===== src/rtl/aftab_mem_daru_if.sv =====
// Bus bundle between the memory stage / datapath and the AFTAB data adjustment
// read unit. The datapath side drives the request and the memory response, the
// read unit drives the memory address/strobe and the assembled result.
// Optional macro AFTAB_DARU_SIGN_EXT_EN adds the loadSigned request bit.
interface aftab_mem_daru_if #(
  parameter int size = 32
) ();

  localparam int BW = size / 4;

  // Request and memory response, driven towards the read unit
  logic [size-1:0] addrIn;
  logic [1:0]      nBytes;
  logic            startDARU;
  logic            memReady;
  logic [BW-1:0]   dataIn;
  logic            checkMisalignedDARU;
`ifdef AFTAB_DARU_SIGN_EXT_EN
  logic            loadSigned;
`endif

  // Memory address/strobe and result, driven by the read unit
  logic [size-1:0] addrOut;
  logic [size-1:0] dataOut;
  logic            readMem;
  logic            completeDARU;
  logic            loadMisalignedFlag;

  modport master (
    output addrIn, nBytes, startDARU, memReady, dataIn, checkMisalignedDARU,
`ifdef AFTAB_DARU_SIGN_EXT_EN
    output loadSigned,
`endif
    input  addrOut, dataOut, readMem, completeDARU, loadMisalignedFlag
  );

  modport slave (
    input  addrIn, nBytes, startDARU, memReady, dataIn, checkMisalignedDARU,
`ifdef AFTAB_DARU_SIGN_EXT_EN
    input  loadSigned,
`endif
    output addrOut, dataOut, readMem, completeDARU, loadMisalignedFlag
  );

endinterface


===== src/rtl/aftab_mem_daru.sv =====
// AFTAB Data Adjustment Read Unit.
// Reads 1..4 bytes from byte-wide memory (one byte per memReady handshake),
// assembles them little-endian and returns a zero- or sign-extended word.
// A request whose alignment check fails completes in one cycle with
// loadMisalignedFlag and no memory access.
// Optional macro AFTAB_DARU_SIGN_EXT_EN: when defined, loadSigned selects
// sign extension; when undefined the result is always zero-extended.
// All bus outputs come straight from flops.
module aftab_mem_daru #(
  parameter int size = 32
) (
  input  logic            clk,
  input  logic            rst,
  aftab_mem_daru_if.slave bus
);

  localparam int BW = size / 4;

  typedef enum logic [1:0] {
    IDLE  = 2'b00,
    READ  = 2'b01,
    DONE  = 2'b10,
    MISAL = 2'b11
  } state_e;

  state_e state_q, state_d;

  // Request context and assembly register
  logic [1:0]      cnt_q, cnt_d;
  logic [size-1:0] addr_q, addr_d;
  logic [1:0]      nbytes_q, nbytes_d;
  logic            sign_q, sign_d;
  logic [size-1:0] data_q, data_d;

  // Registered bus outputs
  logic [size-1:0] addr_out_q, addr_out_d;
  logic [size-1:0] data_out_q, data_out_d;
  logic            read_q, read_d;
  logic            complete_q, complete_d;
  logic            misal_q, misal_d;

  logic            sign_in_s;
  logic            start_ok_s;
  logic            misal_s;
  logic            last_byte_s;

  // Alignment rule: halfwords need an even address, words a multiple of 4;
  // single bytes and 3-byte loads are never flagged.
  function automatic logic is_misaligned(input logic [1:0] nb, input logic [1:0] lsb);
    logic res;
    case (nb)
      2'b01:   res = lsb[0];
      2'b11:   res = (lsb != 2'b00);
      default: res = 1'b0;
    endcase
    return res;
  endfunction

  // Fill every lane above the last loaded byte with zeros or with the sign
  // bit of the last loaded byte.
  function automatic logic [size-1:0] extend_word(input logic [size-1:0] raw,
                                                  input logic [1:0]      nb,
                                                  input logic            sgn);
    logic [size-1:0] res;
    logic            fill;
    res  = raw;
    fill = sgn & raw[BW * int'(nb) + BW - 1];
    for (int lane = 0; lane < 4; lane++) begin
      if (lane > int'(nb)) begin
        res[lane*BW +: BW] = {BW{fill}};
      end else begin
        res[lane*BW +: BW] = raw[lane*BW +: BW];
      end
    end
    return res;
  endfunction

`ifdef AFTAB_DARU_SIGN_EXT_EN
  assign sign_in_s = bus.loadSigned;
`else
  assign sign_in_s = 1'b0;
`endif

  assign start_ok_s  = (state_q == IDLE) && bus.startDARU;
  assign misal_s     = bus.checkMisalignedDARU && is_misaligned(bus.nBytes, bus.addrIn[1:0]);
  assign last_byte_s = (cnt_q == nbytes_q);

  // State register
  always_ff @(posedge clk or negedge rst) begin
    if (!rst) begin
      state_q <= IDLE;
    end else begin
      state_q <= state_d;
    end
  end

  // Next-state logic: start only from IDLE, one byte per memReady in READ,
  // DONE and MISAL are single-cycle
  always_comb begin
    state_d = state_q;
    case (state_q)
      IDLE: begin
        if (bus.startDARU) begin
          if (misal_s) begin
            state_d = MISAL;
          end else begin
            state_d = READ;
          end
        end else begin
          state_d = IDLE;
        end
      end
      READ: begin
        if (bus.memReady && last_byte_s) begin
          state_d = DONE;
        end else begin
          state_d = READ;
        end
      end
      DONE:    state_d = IDLE;
      MISAL:   state_d = IDLE;
      default: state_d = IDLE;
    endcase
  end

  // Request capture on accepted start, byte-lane assembly during READ
  always_comb begin
    cnt_d    = cnt_q;
    addr_d   = addr_q;
    nbytes_d = nbytes_q;
    sign_d   = sign_q;
    data_d   = data_q;
    case (state_q)
      IDLE: begin
        if (bus.startDARU) begin
          addr_d   = bus.addrIn;
          nbytes_d = bus.nBytes;
          sign_d   = sign_in_s;
          data_d   = {size{1'b0}};
          cnt_d    = 2'd0;
        end else begin
          cnt_d    = cnt_q;
        end
      end
      READ: begin
        if (bus.memReady) begin
          data_d[int'(cnt_q)*BW +: BW] = bus.dataIn;
          if (last_byte_s) begin
            cnt_d = cnt_q;
          end else begin
            cnt_d = cnt_q + 2'd1;
          end
        end else begin
          cnt_d = cnt_q;
        end
      end
      default: begin
        cnt_d = cnt_q;
      end
    endcase
  end

  // Request context and assembly registers
  always_ff @(posedge clk or negedge rst) begin
    if (!rst) begin
      cnt_q    <= 2'd0;
      addr_q   <= {size{1'b0}};
      nbytes_q <= 2'd0;
      sign_q   <= 1'b0;
      data_q   <= {size{1'b0}};
    end else begin
      cnt_q    <= cnt_d;
      addr_q   <= addr_d;
      nbytes_q <= nbytes_d;
      sign_q   <= sign_d;
      data_q   <= data_d;
    end
  end

  // Output decode from the next state so the bus outputs can be registered
  // and still line up with the state they describe
  always_comb begin
    read_d     = (state_d == READ);
    complete_d = (state_d == DONE) || (state_d == MISAL);
    misal_d    = (state_d == MISAL);
    if (read_d) begin
      addr_out_d = addr_d + {{(size-2){1'b0}}, cnt_d};
    end else begin
      addr_out_d = {size{1'b0}};
    end
    if (start_ok_s) begin
      data_out_d = {size{1'b0}};
    end else if ((state_q == READ) && (state_d == DONE)) begin
      data_out_d = extend_word(data_d, nbytes_q, sign_q);
    end else begin
      data_out_d = data_out_q;
    end
  end

  // Output registers
  always_ff @(posedge clk or negedge rst) begin
    if (!rst) begin
      addr_out_q <= {size{1'b0}};
      data_out_q <= {size{1'b0}};
      read_q     <= 1'b0;
      complete_q <= 1'b0;
      misal_q    <= 1'b0;
    end else begin
      addr_out_q <= addr_out_d;
      data_out_q <= data_out_d;
      read_q     <= read_d;
      complete_q <= complete_d;
      misal_q    <= misal_d;
    end
  end

  assign bus.addrOut            = addr_out_q;
  assign bus.dataOut            = data_out_q;
  assign bus.readMem            = read_q;
  assign bus.completeDARU       = complete_q;
  assign bus.loadMisalignedFlag = misal_q;

endmodule


===== src/flat_wrapper.sv =====
// flat-port wrapper written by rule: the top's interface ports become plain ports
module aftab_mem_daru_flat 
#(
  parameter int size = 32
)
  (clk, rst, bus_addrIn, bus_nBytes, bus_startDARU, bus_memReady, bus_dataIn, bus_checkMisalignedDARU, bus_addrOut, bus_dataOut, bus_readMem, bus_completeDARU, bus_loadMisalignedFlag);
  aftab_mem_daru_if #(.size(size)) bus_i ();
  input  logic clk;
  input  logic rst;
  input wire logic [$bits(bus_i.addrIn)-1:0] bus_addrIn;
  input wire logic [$bits(bus_i.nBytes)-1:0] bus_nBytes;
  input wire logic [$bits(bus_i.startDARU)-1:0] bus_startDARU;
  input wire logic [$bits(bus_i.memReady)-1:0] bus_memReady;
  input wire logic [$bits(bus_i.dataIn)-1:0] bus_dataIn;
  input wire logic [$bits(bus_i.checkMisalignedDARU)-1:0] bus_checkMisalignedDARU;
  output wire logic [$bits(bus_i.addrOut)-1:0] bus_addrOut;
  output wire logic [$bits(bus_i.dataOut)-1:0] bus_dataOut;
  output wire logic [$bits(bus_i.readMem)-1:0] bus_readMem;
  output wire logic [$bits(bus_i.completeDARU)-1:0] bus_completeDARU;
  output wire logic [$bits(bus_i.loadMisalignedFlag)-1:0] bus_loadMisalignedFlag;
  assign bus_i.addrIn = bus_addrIn;
  assign bus_i.nBytes = bus_nBytes;
  assign bus_i.startDARU = bus_startDARU;
  assign bus_i.memReady = bus_memReady;
  assign bus_i.dataIn = bus_dataIn;
  assign bus_i.checkMisalignedDARU = bus_checkMisalignedDARU;
  assign bus_addrOut = bus_i.addrOut;
  assign bus_dataOut = bus_i.dataOut;
  assign bus_readMem = bus_i.readMem;
  assign bus_completeDARU = bus_i.completeDARU;
  assign bus_loadMisalignedFlag = bus_i.loadMisalignedFlag;
  aftab_mem_daru #(.size(size)) u_core (.clk(clk), .rst(rst), .bus(bus_i));
endmodule

===== config.mk =====
export PLATFORM = sky130hd
export DESIGN_NAME = aftab_mem_daru_flat
export DESIGN_NICKNAME = d
export VERILOG_FILES = /design/src/rtl/aftab_mem_daru_if.sv /design/src/rtl/aftab_mem_daru.sv /design/src/flat_wrapper.sv
export SDC_FILE = /design/constraint.sdc
export NUM_CORES = 1
export LEC_CHECK = 0
export CORE_ASPECT_RATIO = 0.7
export CORE_UTILIZATION = 50
export DETAILED_ROUTE_END_ITERATION = 10
export GPL_TIMING_DRIVEN = 0
export PLACE_DENSITY_LB_ADDON = 0.15
export REMOVE_ABC_BUFFERS = 1
export SYNTH_ARGS = -nofsm -noshare
export SYNTH_HDL_FRONTEND = slang
export SYNTH_SLANG_ARGS = --single-unit
export TNS_END_PERCENT = 20

===== constraint.sdc =====
create_clock -name clk -period 7.9 [get_ports clk]
set_input_delay 1.58 -clock clk [delete_from_list [all_inputs] [get_ports clk]]
set_output_delay 1.58 -clock clk [all_outputs]
set_load 0.03 [all_outputs]

==> reports/qor.txt <==
DRC errors left: 0
Period minus WS final: 5.04 ns
GPL Wtd Cong: 0.870
top cells by count, synth: 137 x dfrtp_1, 126 x nand2_1, 55 x a21oi_1, 51 x nor2_1, 47 x nand3_1
synthesis-to-layout area growth: 30.6%
Clock H-tree levels: 4
Die H: 97.0 µm
final setup vio count: 0
Initial Utilization: 51.6%
worst r2r dst: u_core.bus.addrOut[16]
drt initial violations: 422
top cells by area, synth: dfrtp_1 53%, nand2_1 7.3%, a21oi_1 4.3%, nand3_1 3.6%, nor2_1 3.0%
Post-CTS Setup Bufs: 0
setup_tns: 0 ns
post_cts resized: 0
initial antenna violation count: 0
Remaining Overflow, GRT: 0
CP startpoint: bus_startDARU
CTS tree: yes
Slew Limit Fails: 0
fillers: 989
Worst Path Max Fanout: 14
CP max stage delay: 0.63 ns
nature of the critical path startpoint: primary input
hpwl dp: 11.7 mm
Slew HR: 35.8%
Seq/Total Area, Yosys: 53.1%
Finished Cell Area: 0.00843 mm²
Post-synth ARST share: 100%
Clock transition at path regs: 0.06 ns
Post-Syn Area: 0.00645 mm²
Crit path top cell by count: nand2_1
Leak: 3.66 nW
Die ar.: 0.0134 mm²
deepest clock path buffer count: 2
RSZ-0062 raised after global routing: false
Yosys top cell by area: dfrtp_1
Critical Path RT: 8.26 ns
Warnings, synthesis: 0
worst setup path class: primary input to register
Synth Flop Type: dfrtp_1
Total GRT Usage: 27.0%
placed inst area: 0.00780 mm²
HP Class: register to register
pwr/cell area: 377 mW/mm²
Max Cap Viol: 0
via/cell ratio: 5.81
hold_buf cts: 0
share of layout cells above drive strength 1: 9.34%
critical path endpoint category: register
clk sink count: 137
net count reported at finish: 824
core region area: 0.0125 mm²
remaining antenna violation count: 0
status: finished, final reports clean
Pre-antenna DRT Iters: 6
CTS root buf: clkbuf_16
# placed instances: 912
flops & latches, synth: 137
Reg-to-Reg Start: u_core.state_q[0]
share of the synthesized area in the top cell type: 53.1%
drt total wl: 16.9 mm
period utilisation layout: 63.8%
worst hold stages: 2
FP Rows: 34
Layout Cells excl Fill: 944
CP delay by family, top: simple AND/OR/NAND/NOR gates
maximum clock rate: 198 MHz
number of buffers created by CTS: 17
IO Port Bufs: 113
per-cell routed wire length: 17.9 µm
post-synthesis instance total: 660
depth of the most critical reg-to-reg path: 11
VDD IR-drop max: 263 µV
Crit path arrival time: 5.40 ns
Synth cell types: 67
worst slew pin tran: 0.961 ns
Post-synth EDFFs: 0
Worst path depth: 12
Hold Fails Final Rpt: 0
reg2reg setup slack: 3.92 ns
Clk Latency, worst-skew pair: 0.42 ns
post-synthesis area per instance: 9.77 µm²
largest net degree at the start of global routing: 79
hold_ws: 0.485 ns
Slowest-stage cell, CP: nor3b_2
Die Wd: 138 µm
hold path endpoint: u_core.addr_q[0]
routed via count: 5485
vias in the first global route: 5336
Layout Skew: 0.0120 ns
num ports: 114
Buf+Inv Stages, Crit Path: 3
count leader, synth: dfrtp_1
diode count: 0
crit path cell chain: clkdlybuf4s50_1, nor3b_2, buf_6, buf_8, nand2_1, nand2_1, ha_1, fa_1, nor4b_1, o221ai_1, or4_1, nand2_1
global-route wire length before repair: 27.5 mm
HP Start: u_core.addr_q[0]
cell type report:
type                       instances  area (µm²)  area share, %
tap                              162         203           2.40
clock buffer                      18         439           5.21
clock inverter                    14         184           2.18
timing repair buffer             124        1290           15.3
sequential                       137        3430           40.7
multi-input combinational        475        2830           33.6
inverter                          14        52.6          0.624
registers in the layout (all words and copies together) (netlist names):
name,cells
u_core.addr_q,32
u_core.bus.addrOut,32
u_core.bus.dataOut,32
u_core.data_q,32
u_core.cnt_q,2
u_core.nbytes_q,2
u_core.state_q,2
u_core.bus.completeDARU,1
u_core.bus.loadMisalignedFlag,1
u_core.bus.readMem,1
worst max-delay path by stage:
stage                                        end
after global placement    u_core.bus.addrOut[22]
after floorplan           u_core.bus.addrOut[16]
after global routing      u_core.bus.addrOut[16]
after detailed placement  u_core.bus.addrOut[16]
after CTS                 u_core.bus.addrOut[16]
final                     u_core.bus.addrOut[16]
cell usage in the layout (no fill, tap or decap), types with 4 or more instances in the layout:
cell and count:
and3_1 4, a22oi_1 19, inv_1 12, or3_1 9, o31ai_1 5, a21oi_1 55, clkbuf_16 17, dfrtp_1 137
buf_6 6, nand3_1 47, nand2_1 126, nand4_1 11, ha_1 7, nor2_1 51, mux2_2 9, xor2_1 5
clkinv_4 4, buf_8 5, mux2i_1 14, nor3_1 14, a22o_1 5, xnor2_1 7, inv_6 5, clkdlybuf4s50_1 112
nand4b_1 5, a211oi_1 9, o21ai_0 8
layer usage:
metal  wire length (µm)  GRT usage [%]  vias up  share of wire [%]
met2               7260           37.2      244                 43
met4                132           6.69        0               0.78
met1               7970           41.2     2647                 47
met5                  0              0        -                  0
met3               1560           7.97       18                9.2
li1                   -              -     2576                  -
worst min-delay path: stages (launching register included):
cell and delay (ns):
dfrtp_1 0.32, nand2_1 0.05, nand2_1 0.08
through the flow:
stage	setup WS [ns]	utilization [%]	power [W]
5_1_grt	2.69	67.4	0.00336
6_report	2.86	67.4	0.00318
2_1_floorplan	-1.95	-	0.00186
4_1_cts	2.96	67.4	0.00318
3_5_place_dp	2.56	62.4	0.00233
3_3_place_gp	-6.48	61.1	0.00226
where the power goes:
part,switching (W),internal (W)
registers,0.000141,0.000915
clock network,0.000321,0.000512
logic,0.000805,0.000483
total,0.00127,0.00191
cell families (layout without fill, tap and decap cells):
logic type	count (synthesis)	after routing	synth area share [%]
compound gates	129	129	13.5
xor+xnor	12	12	1.63
fa+ha+maj	8	8	1.67
buf+inv	48	170	3.06
flops	137	137	53.1
mux	25	25	4.32
simple gates	301	301	22.7
(Power assumes the default switching activity.)
